## config.mk

```make
export PLATFORM = sky130hd
export DESIGN_NAME = pipelined_adder_nbit
export DESIGN_NICKNAME = d
export VERILOG_FILES = /design/src/rtl/pipelined_adder_nbit.sv
export SDC_FILE = /design/constraint.sdc
export NUM_CORES = 1
export LEC_CHECK = 0
export ABC_AREA = 1
export CAP_MARGIN = 20
export CORE_ASPECT_RATIO = 1.4
export CORE_MARGIN = 2
export CORE_UTILIZATION = 55
export DETAILED_ROUTE_END_ITERATION = 6
export HOLD_SLACK_MARGIN = 0.12
export PLACE_DENSITY_LB_ADDON = 0.25
export SKIP_LAST_GASP = 1
export SYNTH_ARGS = -nofsm -noshare
export SYNTH_HDL_FRONTEND = slang
export SYNTH_SLANG_ARGS = --single-unit
```

## constraint.sdc

```tcl
create_clock -name clk -period 4.9 [get_ports clk]
set_clock_uncertainty 0.15 [all_clocks]
set_input_delay 0.98 -clock clk [delete_from_list [all_inputs] [get_ports clk]]
set_output_delay 0.98 -clock clk [all_outputs]
set_load 0.005 [all_outputs]
```

## src/rtl/pipelined_adder_nbit.sv

```systemverilog
// Pipelined WIDTH-bit add/sub split into SEGS ripple segments, one segment per stage, with
// valid/ready flow control. Define ADDER_SAT_EN to saturate signed overflow in the last stage.
module pipelined_adder_nbit #(
   parameter int unsigned WIDTH = 22,
   parameter int unsigned SEGS  = 2
) (
   input  logic             clk,
   input  logic             rst,
   input  logic             in_valid,
   output logic             in_ready,
   input  logic [WIDTH-1:0] input1,
   input  logic [WIDTH-1:0] input2,
   input  logic             sub,
   output logic             out_valid,
   input  logic             out_ready,
   output logic [WIDTH-1:0] result,
   output logic             carry_out,
   output logic             overflow
);

   localparam int unsigned SW = WIDTH / SEGS;
   localparam int unsigned NP = (SEGS > 1) ? SEGS - 1 : 1;
   localparam int unsigned L  = SEGS - 1;

   if (WIDTH % SEGS != 0) begin : g_param_check
      $error("pipelined_adder_nbit: WIDTH must be a multiple of SEGS");
   end

   logic             adv;

   // Inter-stage registers: operand skew, partial result and segment carry
   logic             v_q [NP];
   logic [WIDTH-1:0] a_q [NP];
   logic [WIDTH-1:0] b_q [NP];
   logic [WIDTH-1:0] s_q [NP];
   logic             c_q [NP];

   logic             v_in [SEGS];
   logic [WIDTH-1:0] a_in [SEGS];
   logic [WIDTH-1:0] b_in [SEGS];
   logic [WIDTH-1:0] s_in [SEGS];
   logic             c_in [SEGS];
   logic [WIDTH-1:0] s_d  [SEGS];
   logic             c_d  [SEGS];

   logic             c_msb;
   logic             ovf_d;
   logic [WIDTH-1:0] res_d;

   logic             out_valid_q;
   logic [WIDTH-1:0] result_q;
   logic             carry_q;
   logic             ovf_q;

   assign adv      = !out_valid_q || out_ready;
   assign in_ready = adv;

   // Stage 0 takes the port operands; B is inverted and carry-in set for subtract
   assign v_in[0] = in_valid;
   assign a_in[0] = input1;
   assign b_in[0] = input2 ^ {WIDTH{sub}};
   assign c_in[0] = sub;
   assign s_in[0] = '0;

   for (genvar k = 1; k < SEGS; k++) begin : g_link
      assign v_in[k] = v_q[k-1];
      assign a_in[k] = a_q[k-1];
      assign b_in[k] = b_q[k-1];
      assign c_in[k] = c_q[k-1];
      assign s_in[k] = s_q[k-1];
   end

   for (genvar k = 0; k < SEGS; k++) begin : g_stage
      localparam int unsigned LO = k * SW;
      localparam logic [WIDTH-1:0] MASK = WIDTH'({SW{1'b1}}) << LO;

      logic [SW:0] seg;

      assign seg    = {1'b0, a_in[k][LO +: SW]} + {1'b0, b_in[k][LO +: SW]}
                    + (SW+1)'(c_in[k]);
      assign s_d[k] = (s_in[k] & ~MASK) | (WIDTH'(seg[SW-1:0]) << LO);
      assign c_d[k] = seg[SW];
   end

   // Carry into the MSB recovered from the MSB sum bit and its two operand bits
   assign c_msb = s_d[L][WIDTH-1] ^ a_in[L][WIDTH-1] ^ b_in[L][WIDTH-1];
   assign ovf_d = c_msb ^ c_d[L];

`ifdef ADDER_SAT_EN
   // Overflow only happens when both addends share a sign, so A's MSB gives the direction
   always_comb begin
      res_d = s_d[L];
      if (ovf_d) begin
         res_d = a_in[L][WIDTH-1] ? {1'b1, {(WIDTH-1){1'b0}}} : {1'b0, {(WIDTH-1){1'b1}}};
      end
   end
`else
   assign res_d = s_d[L];
`endif

   always_ff @(posedge clk) begin
      if (rst) begin
         for (int k = 0; k < int'(NP); k++) begin
            v_q[k] <= 1'b0;
            a_q[k] <= '0;
            b_q[k] <= '0;
            s_q[k] <= '0;
            c_q[k] <= 1'b0;
         end
         out_valid_q <= 1'b0;
         result_q    <= '0;
         carry_q     <= 1'b0;
         ovf_q       <= 1'b0;
      end else if (adv) begin
         for (int k = 0; k < int'(SEGS) - 1; k++) begin
            v_q[k] <= v_in[k];
            a_q[k] <= a_in[k];
            b_q[k] <= b_in[k];
            s_q[k] <= s_d[k];
            c_q[k] <= c_d[k];
         end
         out_valid_q <= v_in[L];
         result_q    <= res_d;
         carry_q     <= c_d[L];
         ovf_q       <= ovf_d;
      end
   end

   assign out_valid = out_valid_q;
   assign result    = result_q;
   assign carry_out = carry_q;
   assign overflow  = ovf_q;

endmodule

```

# Word-level counts from Yosys, hierarchy flattened
# Memory sizes are Yosys's and may differ from the RTL's. A register that Yosys moved wholly into a read port is not among the register bits.
# Index checks and enable logic that the tools add are counted.
# op_classes
n_addsub,4
muxes,15
n_bitwise,5
n_reduce_logical,7
# op_table
cell,count
$mux W22,2
$reduce_or A22 Y1,2
$add A11 B11 Y12,2
$add A12 B1 Y12,2
$or A11 B22 Y22,1
$xor A22 B22 Y22,1
$mux W1,12
$mux W11,1
$reduce_or A11 Y1,1
$xor A1 B1 Y1,3
$reduce_or A1 Y1,2
$logic_not A1 Y1,1
$logic_or A1 B1 Y1,1
# totals
reg_bits,24
ramBits,57
wordCells,39
mem_count,5
# mem_list
memory,depth,word_bits,read_ports,rd_clocked_by_memory_dff,wr,line,source
a_q,1,22,1,0,1,33,logic [WIDTH-1:0] a_q [NP];
b_q,1,22,1,0,1,34,logic [WIDTH-1:0] b_q [NP];
s_q,1,11,1,0,1,35,logic [WIDTH-1:0] s_q [NP];
c_q,1,1,1,0,1,36,logic c_q [NP];
v_q,1,1,1,1,1,32,logic v_q [NP];

# Logic depth before layout (Yosys ltp)
# depth
depth_word,7
mapped_depth,13
depth_no_buf,13

# Worst setup path after synthesis
# No wires, ideal clock.
# synth_path
path_kind,input to register
from,input port sub
to,memory s_q[0][8] (netlist bit) (data pin)
setup_ns,0.262
arrival_ns,2.464
required_ns,4.488
path_slack_ns,2.024
path_stages,10
path_cell_list,buf_2 > buf_2 > xor2_1 > ha_1 > a21oi_1 > o21ai_1 > a21oi_1 > o21bai_1 > o21ai_1 > a21oi_1
# synth_via
elab_chain_len,4
# synth_rtl
element,line,source
from (decl),13,"input logic sub,"
$xor A22 B22 Y22,61,assign b_in[0] = input2 ^ {WIDTH{sub}};
$add A11 B11 Y12,79,"assign seg = {1'b0, a_in[k][LO +: SW]} + {1'b0, b_in[k][LO +: SW]}"
$add A12 B1 Y12 (*),80,+ (SW+1)'(c_in[k]);
$mux W11 (no source line) (*),--,
to (decl),35,
# Every way passes the cells marked *; elsewhere a longest branch is shown, timed or not.

# Final worst setup path
# layout_path
from,input port sub
to,memory s_q[0][9] (netlist bit) (data pin)
# Same word-level chain as after synthesis.

==> impl_metrics.tcl <==
set metrics [dict create \
    syn_avg_cell_area_sq_um 9.15 \
    cts_resized 0 \
    ir_drop_mv 0.231 \
    drv_slew 0 \
    port_buffers 74 \
    drtIter0Drc 131 \
    clock-sinks 60 \
    grt_overflow 0 \
    ioPinCount 75 \
    critPathBufInv 2 \
    drv_cap 0 \
    power.share.clock_pct 34.1 \
    critPathKind "input port to flop" \
    hold_viol 0 \
    synth_top_family_by_area "simple AND/OR/NAND/NOR gates" \
    p_leak_nw 1.89 \
    drive_gt1_share_pct 9.15 \
    yosysWarnings 0 \
    ys_seq_area_share_pct 46.6 \
    grt_max_degree 36 \
    die_w_microns 69.8 \
    syn-num-nets 436 \
    synth_xor_area_share_pct 6.31 \
    synth.top_cell.area_share_pct 31.6 \
    drc 0 \
    antenna_left 0 \
    finalCritPeriodShare_pct 67.0 \
    cpPeakStageDelay_ns 0.77 \
    vias_per_cell 5.33 \
    drtPass1Iterations 4 \
    crit_end "s_q[0][9]" \
    clk_pin_slew_ns 0.07 \
    whs_path_depth 2 \
    dp.cells 502 \
    max_freq_mhz 305 \
    htreeDepth 3 \
    finalWorstSetupSlack_ns 1.62 \
    fp.dieArea_sq_um 6700 \
    reg2reg_to "b_q[0][18]" \
    design_area_sq_um 4360 \
    area_growth_pct 30.9 \
    critPathMaxFanout 14 \
    p_per_area_nw_per_um2 336 \
    maxSlewHeadroom_pct 43.6 \
    fillers 473 \
    cts_buffer_depth 2 \
    layout.nets 515 \
    worst_slew_pin_slew_ns 0.845 \
    rows 33 \
    num_antenna_cells 0 \
    place.gp.congestion 0.953 \
    synth_cell_types 36 \
    clk_latency_ns 0.33 \
    synthMuxAreaShare_pct 0 \
    p_int_mw 1.05 \
    grt_pass1_vias 2766 \
    vias 2760 \
    fin_tns_setup_ns 0 \
    cts_tree "yes" \
    crit_path_top_delay_cell "clkdlybuf4s50_1" \
    cp-start-kind "input port" \
    r2r_cells 7 \
    cp-startpoint "sub" \
    fp.dieH_microns 96.1 \
    synthAdderAreaFrac_pct 9.32 \
    cts_hold_buf 0 \
    pwr-share-seq_pct 42.6 \
    hold_ws_ns 0.304 \
    ys_seq_elements 60 \
    rr_startpoint "out_valid" \
    syn_area_sq_um 3330 \
    synth_top_cell_by_area "edfxtp_1" \
    switching_share_pct 27.9 \
    min-delay-path-class "flop to flop" \
    stdcell_count 518 \
    post-dp-hpwl_microns 5720 \
    outcome "complete, no violations" \
    post_cts_buffers 0 \
    place_area_sq_um 4130 \
    synth_compound_area_share_pct 14.1 \
    finalWirelength_microns 7450 \
    cp_cell_sequence "clkdlybuf4s50_1 -> xnor2_1 -> inv_1 -> ha_1 -> nand2_1 -> nor2_1 -> nand3_1 -> o2111ai_1 -> a21oi_1 -> o21a_1" \
    numCtsBuffers 9 \
    post_drt_wl_per_cell_microns 14.4 \
    antenna_found_initial 0 \
    r2r_slack_ns 2.67 \
    final_cell_mix "clkdlybuf4s50_1 (74), nand2_1 (55), nor2_1 (40)" \
    cp_top_family "buffers and inverters" \
    synthSimpleGateAreaFrac_pct 17.6 \
    synthCells 364 \
    synth.area.top_cells "edfxtp_1 (32%), dfxtp_1 (15%), ha_1 (7.5%)" \
    grtUsageTotal_pct 23.5 \
    worstHoldStart "result[17]" \
    start_util_pct 56.8 \
    core_area_sq_um 5860 \
    cts-root-buf "clkbuf_8" \
    place_ws_ns 1.24 \
    combPwrFrac_pct 23.3 \
    period_needed_ns 3.28 \
    final_common_cell "clkdlybuf4s50_1" \
    end_kind "flop" \
    setup_violations 0 \
    cp_data_required_time_ns 4.84 \
    worstPathArrival_ns 3.22 \
    switchingPower_mw 0.408 \
    worst-path-stages 10 \
    rsz0062_at_grt "false" \
    grt_pass1_wl_microns 12200 \
]
==> cell families (layout without fill, tap and decap cells) <==
kind of cell             count (synthesis)  in the layout
AND/OR/NAND/NOR                        130            130
buffers and inverters                   50            134
XOR/XNOR                                24             24
flip-flops                              60             60
adder cells (fa/ha/maj)                 23             23
AO/OA/AOI/OAI                           77             77
==> stage by stage <==
step,util [%],power [mW]
after global placement,70.5,0.964
after detailed placement,70.5,0.975
after floorplan,-,0.829
after CTS,74.3,1.47
final,74.3,1.46
after global routing,74.3,1.53
==> power groups by stage <==
stage               Sequential [mW]  Combinational [mW]  Clock, mW
floorplan                     0.630               0.199          0
global placement              0.632               0.332          0
detailed placement            0.634               0.340          0
CTS                           0.624               0.342      0.503
global route                  0.629               0.380      0.522
finish                        0.624               0.341      0.498
==> state kept, by name, indices dropped and copies added, names as in the netlist <==
| register | flops |
|---|---|
| b_q | 11 |
| s_q | 11 |
| result | 22 |
| c_q | 1 |
| carry_out | 1 |
| out_valid | 1 |
| overflow | 1 |
| a_q | 11 |
| v_q | 1 |
==> worst register-to-register path, stage by stage (launching register included) <==
cell and delay [ns]:
dfxtp_1 0.32, inv_1 0.06, nor2_2 0.05, inv_1 0.08, nor2_2 0.03, buf_4 0.22
inv_1 0.66, buf_4 0.37
==> worst min-delay path by stage <==
stage / end / slack [ns]
after floorplan: out_valid / 0.28
after global placement: result[19] / 0.29
after detailed placement: result[17] / 0.29
after CTS: result[17] / 0.31
after global routing: result[17] / 0.33
final: result[17] / 0.30
==> Yosys cell counts (all sizes together) <==
cell	number
o21ai	24
fa	3
o2111ai	1
buf	8
and2	1
a31oi	2
a21o	1
inv	40
or2	2
nand4	4
dfxtp	25
xnor2	14
o21bai	2
a32o	1
edfxtp	35
nand3	15
a22o	12
clkbuf	2
nand2	60
o21a	3
nor2	45
xor2	10
nand3b	1
ha	20
nor3	2
a21oi	31
==> final cells by class <==
| class | count | area (sq um) | share of cell area, % |
|---|---|---|---|
| Sequential cell | 60 | 1550 | 35.6 |
| Clock inverter | 7 | 100 | 2.30 |
| Multi-Input combinational cell | 254 | 1570 | 36.1 |
| Inverter | 40 | 150 | 3.45 |
| Tap cell | 70 | 87.6 | 2.01 |
| Clock buffer | 9 | 124 | 2.84 |
| Timing Repair Buffer | 78 | 771 | 17.7 |
==> per-layer routing <==
layer,vias to the layer above,share of wire [%],GRT usage [%]
li1,1389,-,-
met1,1287,39,25.0
met2,75,55,46.0
met3,9,4.6,4.61
met4,0,1.4,8.81
met5,-,0,0
Note: power is estimated with default switching activity, not from simulation.
